<file path="config.mk">
export PLATFORM = sky130hd
export DESIGN_NAME = quad_step_generator
export DESIGN_NICKNAME = d
export VERILOG_FILES = /design/src/rtl/quad_step_generator.sv
export SDC_FILE = /design/constraint.sdc
export NUM_CORES = 1
export LEC_CHECK = 0
export BUFFER_PORTS_ARGS = -buffer_cell sky130_fd_sc_hd__buf_2
export CAP_MARGIN = 5
export CORE_MARGIN = 1.5
export CORE_UTILIZATION = 40
export CTS_CLUSTER_SIZE = 12
export DETAILED_ROUTE_END_ITERATION = 16
export REMOVE_ABC_BUFFERS = 1
export SLEW_MARGIN = 15
export SYNTH_ARGS = -nofsm -noshare
export SYNTH_HDL_FRONTEND = slang
export SYNTH_SLANG_ARGS = --single-unit
</file>
<file path="constraint.sdc">
create_clock -name i_clk -period 3.8 [get_ports i_clk]
set_input_delay 0.76 -clock i_clk [delete_from_list [all_inputs] [get_ports i_clk]]
set_output_delay 0.76 -clock i_clk [all_outputs]
set_load 0.02 [all_outputs]
</file>
<file path="src/rtl/quad_step_generator.sv">
// Quadrature step generator: emits one A/B Gray-code transition per commanded
// count at a programmable edge period, and tracks the signed position that an
// x4 decoder watching A/B would report.
// Optional index output o_z is built only when QUAD_INDEX_EN is defined.
module quad_step_generator #(
  parameter int unsigned DIV_W  = 16,
  parameter int unsigned STEP_W = 16
`ifdef QUAD_INDEX_EN
  ,
  parameter int unsigned INDEX_CPR = 400
`endif
) (
  input  logic                i_clk,
  input  logic                i_rst,
  input  logic                i_cmd_valid,
  output logic                o_cmd_ready,
  input  logic [STEP_W-1:0]   i_cmd_steps,
  input  logic                i_cmd_dir,
  input  logic [DIV_W-1:0]    i_edge_period,
  input  logic                i_abort,
  output logic                o_a,
  output logic                o_b,
  output logic                o_busy,
  output logic                o_done,
  output logic signed [31:0]  o_position
`ifdef QUAD_INDEX_EN
  ,
  output logic                o_z
`endif
);

  typedef enum logic {StIdle, StRun} state_e;

  state_e              r_state;
  logic [STEP_W-1:0]   r_remaining;
  logic [DIV_W-1:0]    r_div;
  logic [DIV_W-1:0]    r_period;
  logic                r_dir;
  logic [1:0]          r_phase;
  logic                r_a;
  logic                r_b;
  logic                r_done;
  logic signed [31:0]  r_pos;

  logic                w_accept;
  logic                w_edge_due;
  logic                w_last_edge;
  logic [DIV_W-1:0]    w_period_eff;
  logic [1:0]          w_phase_nxt;

`ifdef QUAD_INDEX_EN
  localparam int unsigned IdxW = (INDEX_CPR > 1) ? $clog2(INDEX_CPR) : 1;
  logic [IdxW-1:0]     r_idx;
`endif

  // Edge scheduling and handshake decode.
  always_comb begin
    w_period_eff = (i_edge_period == '0) ? DIV_W'(1) : i_edge_period;
    w_phase_nxt  = r_dir ? (r_phase + 2'd1) : (r_phase - 2'd1);
    w_edge_due   = (r_state == StRun) && (r_div == '0) && !i_abort;
    w_last_edge  = w_edge_due && (r_remaining == STEP_W'(1));
    // Ready is also raised in the cycle the final edge is due, so a queued
    // command is taken on that same clock and edge spacing stays uniform.
    o_cmd_ready  = !i_rst && ((r_state == StIdle) || w_last_edge);
    w_accept     = i_cmd_valid && o_cmd_ready;
  end

  // Control FSM, divider, phase, position and registered outputs.
  always_ff @(posedge i_clk or posedge i_rst) begin
    if (i_rst) begin
      r_state     <= StIdle;
      r_remaining <= '0;
      r_div       <= '0;
      r_period    <= '0;
      r_dir       <= 1'b0;
      r_phase     <= 2'd0;
      r_a         <= 1'b0;
      r_b         <= 1'b0;
      r_done      <= 1'b0;
      r_pos       <= '0;
`ifdef QUAD_INDEX_EN
      r_idx       <= '0;
`endif
    end else begin
      r_done <= 1'b0;
      case (r_state)
        StIdle: ;
        StRun: begin
          if (i_abort) begin
            // Abort wins over a due edge; outputs and position freeze.
            r_state <= StIdle;
          end else if (r_div != '0) begin
            r_div <= r_div - DIV_W'(1);
          end else begin
            r_phase     <= w_phase_nxt;
            r_a         <= w_phase_nxt[1];
            r_b         <= w_phase_nxt[1] ^ w_phase_nxt[0];
            r_pos       <= r_dir ? (r_pos + 32'sd1) : (r_pos - 32'sd1);
            r_remaining <= r_remaining - STEP_W'(1);
            r_div       <= r_period - DIV_W'(1);
`ifdef QUAD_INDEX_EN
            if (r_dir) begin
              r_idx <= (r_idx == IdxW'(INDEX_CPR - 1)) ? '0 : r_idx + IdxW'(1);
            end else begin
              r_idx <= (r_idx == '0) ? IdxW'(INDEX_CPR - 1) : r_idx - IdxW'(1);
            end
`endif
            if (r_remaining == STEP_W'(1)) begin
              r_done  <= 1'b1;
              r_state <= StIdle;
            end
          end
        end
        default: r_state <= StIdle;
      endcase

      // Accept overrides the idle transition above when chained on a final edge.
      if (w_accept) begin
        if (i_cmd_steps == '0) begin
          r_done <= 1'b1;
        end else begin
          r_state     <= StRun;
          r_remaining <= i_cmd_steps;
          r_dir       <= i_cmd_dir;
          r_period    <= w_period_eff;
          r_div       <= w_period_eff - DIV_W'(1);
        end
      end
    end
  end

  assign o_a        = r_a;
  assign o_b        = r_b;
  assign o_busy     = (r_state == StRun);
  assign o_done     = r_done;
  assign o_position = r_pos;
`ifdef QUAD_INDEX_EN
  assign o_z        = (r_idx == '0);
`endif

endmodule

</file>
==> flow_metrics.py, run 1 <==
metrics = {
    "floorplan": {
        "die-area_um2": 15800,
        "start_util_pct": 41.2,
        "dieWidth_um": 126,
        "io-pin-count": 74,
        "fp-row-count": 44,
        "die_h_um": 126,
        "coreArea_um2": 14600,
    },
    "clock_network": {
        "numCtsBuffers": 9,
        "insertion_delay_ns": 0.35,
        "clock_sinks": 86,
        "cts_tree": "built",
        "root_buffer": "clkbuf_16",
        "post_cts_buffers": 0,
        "h-tree-depth": 3,
        "clock_path_buffers": 2,
        "clkTransAtPathRegs_ns": 0.06,
        "cts_hold_buf": 0,
        "cts_resized": 0,
    },
    "setup_path": {
        "regToRegSetupSlack_ns": 0.38,
        "crit_family": "simple AND/OR/NAND/NOR gates",
        "worst-path-stages": 7,
        "rr_worst_depth": 11,
        "worstSetupPathType": "register to output port",
        "worstSetupStartpoint": "r_remaining[4]",
        "cp_cell_sequence": "or4_4, or4_1, nor3_4, nand3_2, o21ai_2, and2_1, buf_2",
        "cp.required_ns": 3.04,
        "crit-reg2reg-capture": "o_position[26]",
        "critPathMaxFanout": 6,
        "arrival_ns": 2.75,
        "cpPeakStageDelay_ns": 0.57,
        "worstReg2RegStart": "r_dir",
        "critPathLaunchType": "register",
        "critPathSlowestCell": "or4_1",
        "cp-endpoint": "o_cmd_ready",
        "worst-path-buf-inv": 1,
        "end_kind": "output port",
    },
    "power_and_ir_drop": {
        "p_int_mw": 1.88,
        "swShare_pct": 31.6,
        "power_frac_seq_pct": 42.2,
        "pwr-share-comb_pct": 23.0,
        "clkPwrFrac_pct": 34.8,
        "pwr_density_cell_nw_per_um2": 398,
        "p_sw_mw": 0.868,
        "power.total_mw": 2.75,
        "p_leak_nw": 3.07,
        "peakVddDrop_uv": 293,
    },
    "sta": {
        "relSlewSlack_pct": 44.5,
        "rsz0062_at_grt": "no",
        "setup_viol": 0,
        "skew_ns": 0.00958,
        "fin_crit_sh_pct": 92.4,
        "worstMarginPinSlew_ns": 0.824,
        "setup_tns_ns": 0,
        "post-route-min-period_ns": 3.51,
        "max_freq_mhz": 285,
        "maxSlewViolCount": 0,
        "hold_viol": 0,
    },
    "yosys": {
        "synth.distinct_cells": 63,
        "syn_area_um2": 6010,
        "synth_seq_cells": 86,
        "synth.largest_area_cell": "dfrtp_1",
        "synth_edf_count": 0,
        "async_flop_share_pct": 100,
        "synth_top_area_share_pct": 35.8,
        "synthesis.instances": 722,
        "yosys-top-cells-area": "dfrtp_1, nand2_1, ha_1",
        "yosys_warnings": 0,
        "yosysSeqAreaShare_pct": 35.8,
        "synth_top_flop_cell": "dfrtp_1",
        "avgSynthCellArea_um2": 8.32,
    },
    "final_layout": {
        "fin_nets": 863,
        "syn_to_final_growth_pct": 14.9,
        "antenna_cells": 0,
        "final_common_cell": "nand2_1",
        "drive_gt1_share_pct": 15.1,
        "final_cell_mix": "nand2_1, dfrtp_1, o21ai_0",
    },
    "place": {
        "gpl.final_weighted_congestion": 0.867,
        "port_buffers": 73,
        "dpl.hpwl_mm": 11.0,
    },
    "route": {
        "vias": 5481,
        "wl_per_cell_um": 15.2,
        "drtPass1Iterations": 5,
        "ant_nets": 0,
        "drt_iter0_drc": 378,
        "drt_wl_total_mm": 14.9,
        "post-route-drc-count": 0,
        "vias_per_cell": 5.59,
    },
    "outcome": {
        "outcome": "complete, no violations",
    },
    "grt": {
        "grt_usage_pct": 19.2,
        "grt_overflow_total": 0,
        "grt_max_degree": 68,
        "grt_pass1_wl_mm": 25.0,
        "grt_pass1_vias": 5212,
        "antenna_found_initial": 0,
    },
    "run": {
        "drv_cap": 0,
    },
    "hold_path": {
        "holdCritPathClass": "register to register",
    },
}
layer usage:
metal | track usage [%] | up-vias | share of wire (%)
met3 | 4.54 | 20 | 4.7
met2 | 31.0 | 135 | 46
met4 | 5.55 | 0 | 1.6
li1 | - | 2749 | -
met5 | 0 | - | 0
met1 | 25.7 | 2577 | 48
sequential cells by signal, summed over array words and instances (netlist names):
register     cells
r_remaining     16
o_busy           1
r_dir            1
o_position      32
r_div           16
r_period        16
o_b              1
o_done           1
r_phase          2
power groups by stage:
stage | clock, mW | combinational [mW] | sequential (mW)
after detailed placement | 0 | 0.632 | 1.17
final | 0.956 | 0.631 | 1.16
after global routing | 1.02 | 0.713 | 1.18
after floorplan | 0 | 0.471 | 1.14
after global placement | 0 | 0.617 | 1.17
after CTS | 0.986 | 0.634 | 1.15
final cells by class:
class / count / area, um2
clock buffer: 12 / 246
clock inverter: 4 / 70.1
fill: 1417 / 7690
inverter: 13 / 50.0
multi-input combinational: 593 / 3660
sequential: 86 / 2150
tap: 184 / 230
timing repair buffer: 88 / 490
metrics by stage:
stage / cell area [um2] / std cells / worst slack (ns) / hold slack, ns / util, %
after floorplan: 5860 / 692 / -0.0645 / 0.454 / -
after global placement: 6580 / 964 / 0.457 / 0.488 / 45.1
after detailed placement: 6580 / 964 / 0.335 / 0.481 / 45.1
after CTS: 6900 / 980 / 0.277 / 0.494 / 47.3
after global routing: 6900 / 980 / 0.153 / 0.522 / 47.3
final: 6900 / 980 / 0.288 / 0.490 / 47.3
worst reg2reg max path: stages (launching register included):
cell and delay (ns):
dfrtp_1 0.43, inv_1 0.29, buf_4 0.27, ha_1 0.39
and3_1 0.20, o21ai_0 0.08, o311ai_0 0.58, a21oi_1 0.19
o41ai_1 0.46, buf_4 0.20, xnor2_1 0.10, o21ai_0 0.08
cells by family after synthesis:
| kind of cell | Yosys count | share of synthesized area [%] |
|---|---|---|
| AOI/OAI and AO/OA | 213 | 21.7 |
| xor gates and xnor gates | 60 | 8.75 |
| adders and majority gates | 35 | 7.42 |
| buffers and inverters | 43 | 3.33 |
| DFF | 86 | 35.8 |
| muxes | 2 | 0.333 |
| and+or+nand+nor | 283 | 22.6 |
cells in the mapped netlist (5+ instances only):
master    instances
o21ai_0          74
nor4_1           17
or3_1             5
a31oi_1           6
nor2b_1           5
dfrtp_1          86
nor2_1           35
a21boi_0          5
clkbuf_1         16
inv_1            13
o21bai_1          7
nor3_1           26
o211ai_1          5
or4_1             6
nand2_1         138
nand4_1           6
xnor2_1          40
ha_1             34
a21oi_1          56
xor2_1           20
buf_2             6
and3_1            7
nand3_1          13
a211oi_1          9
a21o_1           11
worst min-delay path by stage:
stage	from	end	slack, ns	cells past startpoint
2_1_floorplan	r_period[4]	r_period[4]	0.45	2
3_3_place_gp	r_phase[0]	r_phase[0]	0.49	1
3_5_place_dp	r_phase[0]	r_phase[0]	0.48	1
4_1_cts	r_phase[0]	r_phase[0]	0.49	1
5_1_grt	r_phase[0]	r_phase[0]	0.52	1
6_report	r_phase[0]	r_phase[0]	0.49	1
(Power assumes the default switching activity.)
==> run 2: changes to the inputs <==
--- a/config.mk
+++ b/config.mk
@@ -8,9 +8,10 @@
 export BUFFER_PORTS_ARGS = -buffer_cell sky130_fd_sc_hd__buf_2
 export CAP_MARGIN = 5
 export CORE_MARGIN = 1.5
-export CORE_UTILIZATION = 40
+export CORE_UTILIZATION = 59
 export CTS_CLUSTER_SIZE = 12
 export DETAILED_ROUTE_END_ITERATION = 16
+export PLACE_DENSITY = 0.81
 export REMOVE_ABC_BUFFERS = 1
 export SLEW_MARGIN = 15
 export SYNTH_ARGS = -nofsm -noshare
==> run 2 against run 1 <==
Utilization rose by 21 points. Fmax barely moved. Largest power group unchanged. Worst hold slack improved by 0.0030 ns. Non-clock buffer count fell by 3. Combinational power barely moved. Wire length fell by 5.1%.
==> flow_metrics.py, run 2 (synthesis results as in run 1) <==
metrics = {
    "grt": {
        "grt_pass1_vias": 5402,
        "grt_max_degree": 87,
        "grt_pass1_wl_mm": 24.4,
        "grt_usage_pct": 27.2,
        "grt_overflow_total": 0,
        "antenna_found_initial": 0,
    },
    "floorplan": {
        "dieWidth_um": 104,
        "die-area_um2": 10800,
        "coreArea_um2": 9820,
        "fp-row-count": 36,
        "io-pin-count": 74,
        "die_h_um": 104,
        "start_util_pct": 61.2,
    },
    "power_and_ir_drop": {
        "peakVddDrop_uv": 242,
        "pwr_density_cell_nw_per_um2": 356,
        "p_leak_nw": 2.98,
    },
    "setup_path": {
        "arrival_ns": 2.75,
        "cp.required_ns": 3.04,
        "regToRegSetupSlack_ns": 0.37,
        "critPathLaunchType": "register",
        "crit-reg2reg-capture": "o_position[26]",
        "rr_worst_depth": 11,
        "critPathMaxFanout": 6,
        "worstSetupPathType": "register to output port",
        "worstReg2RegStart": "r_dir",
        "end_kind": "output port",
    },
    "place": {
        "dpl.hpwl_mm": 10.1,
        "place_ws_ns": 0.367,
        "gpl.final_weighted_congestion": 0.947,
        "port_buffers": 73,
        "dpl_cell_area_um2": 6500,
    },
    "clock_network": {
        "clock_sinks": 86,
        "post_cts_buffers": 0,
        "numCtsBuffers": 9,
        "cts_resized": 0,
        "root_buffer": "clkbuf_8",
        "cts_tree": "built",
        "h-tree-depth": 3,
        "clock_path_buffers": 2,
        "cts_hold_buf": 0,
        "clkTransAtPathRegs_ns": 0.09,
        "insertion_delay_ns": 0.37,
    },
    "sta": {
        "hold_viol": 0,
        "fin_crit_sh_pct": 92.5,
        "setup_viol": 0,
        "max_freq_mhz": 285,
        "skew_ns": 0.0112,
        "post-route-min-period_ns": 3.51,
        "rsz0062_at_grt": "no",
        "setup_ws_ns": 0.286,
        "maxSlewViolCount": 0,
        "worstMarginPinSlew_ns": 0.782,
        "relSlewSlack_pct": 47.8,
    },
    "route": {
        "drt_wl_total_mm": 14.1,
        "vias_per_cell": 6.00,
        "wl_per_cell_um": 15.3,
        "vias": 5555,
        "ant_nets": 0,
        "post-route-drc-count": 0,
        "drtPass1Iterations": 4,
        "drt_iter0_drc": 261,
    },
    "final_layout": {
        "final_area_um2": 6670,
        "fin_nets": 860,
        "largest_register_ffs": 32,
        "drive_gt1_share_pct": 14.8,
        "syn_to_final_growth_pct": 11.0,
        "antenna_cells": 0,
        "final_cell_mix": "nand2_1, dfrtp_1, o21ai_0",
        "final_common_cell": "nand2_1",
    },
    "hold_path": {
        "worstHoldEndpoint": "r_phase[0]",
        "holdCritPathClass": "register to register",
        "hp-start": "r_phase[0]",
        "hold_depth": 1,
    },
    "outcome": {
        "outcome": "complete, no violations",
    },
    "run": {
        "drv_cap": 0,
    },
}
==> run 2: final cells by class <==
class / instances / area [um2]
clock inverter: 4 / 22.5
fill: 853 / 3150
tap: 133 / 166
inverter: 13 / 50.0
timing repair buffer: 85 / 472
sequential: 86 / 2150
clock buffer: 12 / 145
multi-input combinational: 593 / 3660
==> run 2: worst max-delay path by stage <==
stage,depth (start not counted),endpoint,from,slack (ns)
after floorplan,6,r_remaining[15],i_abort,-0.06
after global placement,12,r_div[14],i_edge_period[2],0.48
after detailed placement,12,r_div[14],i_edge_period[2],0.37
after CTS,7,o_cmd_ready,r_remaining[6],0.27
after global routing,7,o_cmd_ready,r_remaining[6],0.15
final,7,o_cmd_ready,r_remaining[4],0.29
==> run 2: through the flow <==
step	utilization, %	TNS (ns)	cells	power (mW)	hold WS (ns)
4_1_cts	67.9	0	926	2.39	0.499
3_3_place_gp	66.2	0	910	1.76	0.481
2_1_floorplan	-	-0.132	692	1.61	0.454
6_report	67.9	0	926	2.38	0.493
3_5_place_dp	66.2	0	910	1.79	0.482
5_1_grt	67.9	0	926	2.53	0.532
==> run 2: power breakdown <==
group	leakage (nW)	switching [mW]	internal, mW
sequential	1.11	0.135	1.02
combinational	1.78	0.370	0.261
clock	0.0861	0.338	0.253
==> run 2: worst max-delay path, stage by stage (launching register included) <==
cell and delay, ns:
dfrtp_1 0.42, or4_4 0.54, or4_1 0.57, nor3_4 0.24
nand3_2 0.14, o21ai_2 0.20, and2_1 0.14, buf_2 0.16
==> run 2: per-layer routing <==
metal,vias to the layer above,part of all wire (%),global-route usage (%)
li1,2739,-,-
met1,2630,44,34.4
met2,172,50,46.8
met3,14,5.1,5.20
met4,0,1.2,9.23
met5,-,0,0
==> run 3: changes to the inputs <==
--- a/config.mk
+++ b/config.mk
@@ -7,11 +7,14 @@
 export LEC_CHECK = 0
 export BUFFER_PORTS_ARGS = -buffer_cell sky130_fd_sc_hd__buf_2
 export CAP_MARGIN = 5
+export CELL_PAD_IN_SITES_DETAIL_PLACEMENT = 1
+export CELL_PAD_IN_SITES_GLOBAL_PLACEMENT = 1
 export CORE_MARGIN = 1.5
-export CORE_UTILIZATION = 59
+export CORE_UTILIZATION = 44
+export CTS_CLUSTER_DIAMETER = 50
 export CTS_CLUSTER_SIZE = 12
 export DETAILED_ROUTE_END_ITERATION = 16
-export PLACE_DENSITY = 0.81
+export PLACE_DENSITY_LB_ADDON = 0.1
 export REMOVE_ABC_BUFFERS = 1
 export SLEW_MARGIN = 15
 export SYNTH_ARGS = -nofsm -noshare
==> run 3 against run 2 <==
Die area rose by 33%. Clock power up 59%. Flip-flop and latch count is the same. Cell area rose by 3.6%. Combinational power increased by 5.1%. Cell count grew 5.5%. Non-clock buffer count up 8. Power rose by 16%.
==> flow_metrics.py, run 3 (synthesis results as in run 1) <==
metrics = {
    "outcome": {
        "outcome": "complete, no violations",
    },
    "final_layout": {
        "seq_area_um2": 2150,
        "final_cell_mix": "nand2_1, dfrtp_1, o21ai_0",
        "largest_register_ffs": 32,
        "drive_gt1_share_pct": 15.9,
        "multi_input_area_um2": 3660,
        "final_common_cell": "nand2_1",
        "antenna_cells": 0,
        "fin_nets": 868,
        "finish.utilization_pct": 52.0,
        "syn_to_final_growth_pct": 15.0,
        "final.fill_count": 1643,
    },
    "route": {
        "drtPass1Iterations": 5,
        "drt_iter0_drc": 323,
        "wl_per_cell_um": 18.0,
        "ant_nets": 0,
        "vias_per_cell": 5.83,
        "drt_wl_total_mm": 17.6,
        "vias": 5692,
        "post-route-drc-count": 0,
    },
    "floorplan": {
        "die_h_um": 120,
        "start_util_pct": 45.2,
        "dieWidth_um": 120,
        "coreArea_um2": 13300,
        "die-area_um2": 14400,
        "fp-row-count": 42,
        "io-pin-count": 74,
    },
    "hold_path": {
        "holdCritPathClass": "register to register",
        "hp-start": "o_position[31]",
        "worstHoldEndpoint": "o_position[31]",
        "hold_depth": 1,
    },
    "setup_path": {
        "crit-reg2reg-capture": "o_position[12]",
        "worstSetupStartpoint": "r_remaining[4]",
        "worstReg2RegStart": "r_dir",
        "worstSetupPathType": "register to output port",
        "rr_worst_depth": 10,
        "critPathMaxFanout": 6,
        "critPathLaunchType": "register",
        "regToRegSetupSlack_ns": 0.41,
        "arrival_ns": 2.80,
        "end_kind": "output port",
        "cp.required_ns": 3.04,
    },
    "clock_network": {
        "clkTransAtPathRegs_ns": 0.07,
        "h-tree-depth": 3,
        "post_cts_buffers": 0,
        "root_buffer": "clkbuf_16",
        "clock_sinks": 86,
        "numCtsBuffers": 9,
        "cts_hold_buf": 0,
        "cts_tree": "built",
        "cts_resized": 0,
        "insertion_delay_ns": 0.35,
        "clock_path_buffers": 2,
    },
    "power_and_ir_drop": {
        "swShare_pct": 33.7,
        "p_leak_nw": 3.09,
        "power_frac_seq_pct": 42.1,
        "pwr_density_cell_nw_per_um2": 400,
        "peakVddDrop_uv": 181,
        "clkPwrFrac_pct": 33.9,
        "p_sw_mw": 0.932,
        "p_int_mw": 1.83,
        "pwr-share-comb_pct": 24.0,
    },
    "sta": {
        "hold_viol": 0,
        "setup_tns_ns": 0,
        "rsz0062_at_grt": "no",
        "relSlewSlack_pct": 53.3,
        "worstMarginPinSlew_ns": 0.691,
        "max_freq_mhz": 281,
        "maxSlewViolCount": 0,
        "post-route-min-period_ns": 3.56,
        "hold_ws_ns": 0.504,
        "setup_viol": 0,
        "skew_ns": 0.00997,
        "fin_crit_sh_pct": 93.8,
    },
    "grt": {
        "grt_usage_pct": 25.1,
        "grt_pass1_wl_mm": 29.0,
        "grt_max_degree": 56,
        "grt_pass1_vias": 5839,
        "grt_overflow_total": 0,
        "antenna_found_initial": 0,
    },
    "place": {
        "port_buffers": 73,
        "dpl.hpwl_mm": 12.9,
        "gpl.final_weighted_congestion": 0.918,
    },
    "run": {
        "drv_cap": 0,
    },
}
[run 3: changes by cell type in the layout (fill, tap and decap cells not counted), sizes merged]
cell / previous run / this run
buf: 85 / 93
bufinv: 0 / 1
clkbuf: 12 / 11
clkinv: 4 / 5
clkinvlp: 1 / 0
[run 3: per-layer routing]
layer | up-vias | GRT usage (%) | part of all wire, % | wire length, um
met5 | - | 0 | 0 | 0
met4 | 0 | 8.26 | 1.8 | 317
met3 | 25 | 3.18 | 3.2 | 555
met2 | 105 | 44.3 | 50 | 8780
met1 | 2791 | 31.8 | 45 | 7900
li1 | 2771 | - | - | -
[run 3: cell type report]
type,instances,area share (%)
Tap cell,176,3.19
Multi-Input combinational cell,593,53.0
Clock inverter,5,0.833
Inverter,13,0.724
Timing Repair Buffer,93,7.46
Clock buffer,11,3.66
Sequential cell,86,31.1
[run 3: stage by stage]
| stage | cell area (um2) | instances | power [mW] | setup WS (ns) |
|---|---|---|---|---|
| 3_5_place_dp | 6600 | 961 | 1.83 | 0.276 |
| 2_1_floorplan | 5860 | 692 | 1.61 | -0.0645 |
| 6_report | 6910 | 977 | 2.77 | 0.236 |
| 3_3_place_gp | 6600 | 961 | 1.79 | 0.483 |
| 5_1_grt | 6910 | 977 | 2.91 | 0.104 |
| 4_1_cts | 6910 | 977 | 2.78 | 0.228 |
[run 3: worst max path at each step]
stage	end	slack (ns)	cells past startpoint
global placement	r_div[14]	0.48	12
finish	o_cmd_ready	0.24	7
detailed placement	r_div[14]	0.28	12
global route	o_position[12]	0.10	10
CTS	o_cmd_ready	0.23	7
floorplan	r_remaining[15]	-0.06	6
[run 3: power groups by stage]
| stage | clock (mW) | sequential, mW | combinational, mW |
|---|---|---|---|
| CTS | 0.957 | 1.16 | 0.667 |
| finish | 0.938 | 1.16 | 0.663 |
| floorplan | 0 | 1.14 | 0.471 |
| global route | 0.988 | 1.18 | 0.744 |
| detailed placement | 0 | 1.18 | 0.654 |
| global placement | 0 | 1.17 | 0.625 |
[run 3: critical path: stages, from the launching register on]
cell and delay [ns]:
dfrtp_1 0.42, or4_4 0.55, or4_1 0.59, nor3_4 0.27
nand3_2 0.14, o21ai_2 0.19, and2_1 0.14, buf_2 0.15
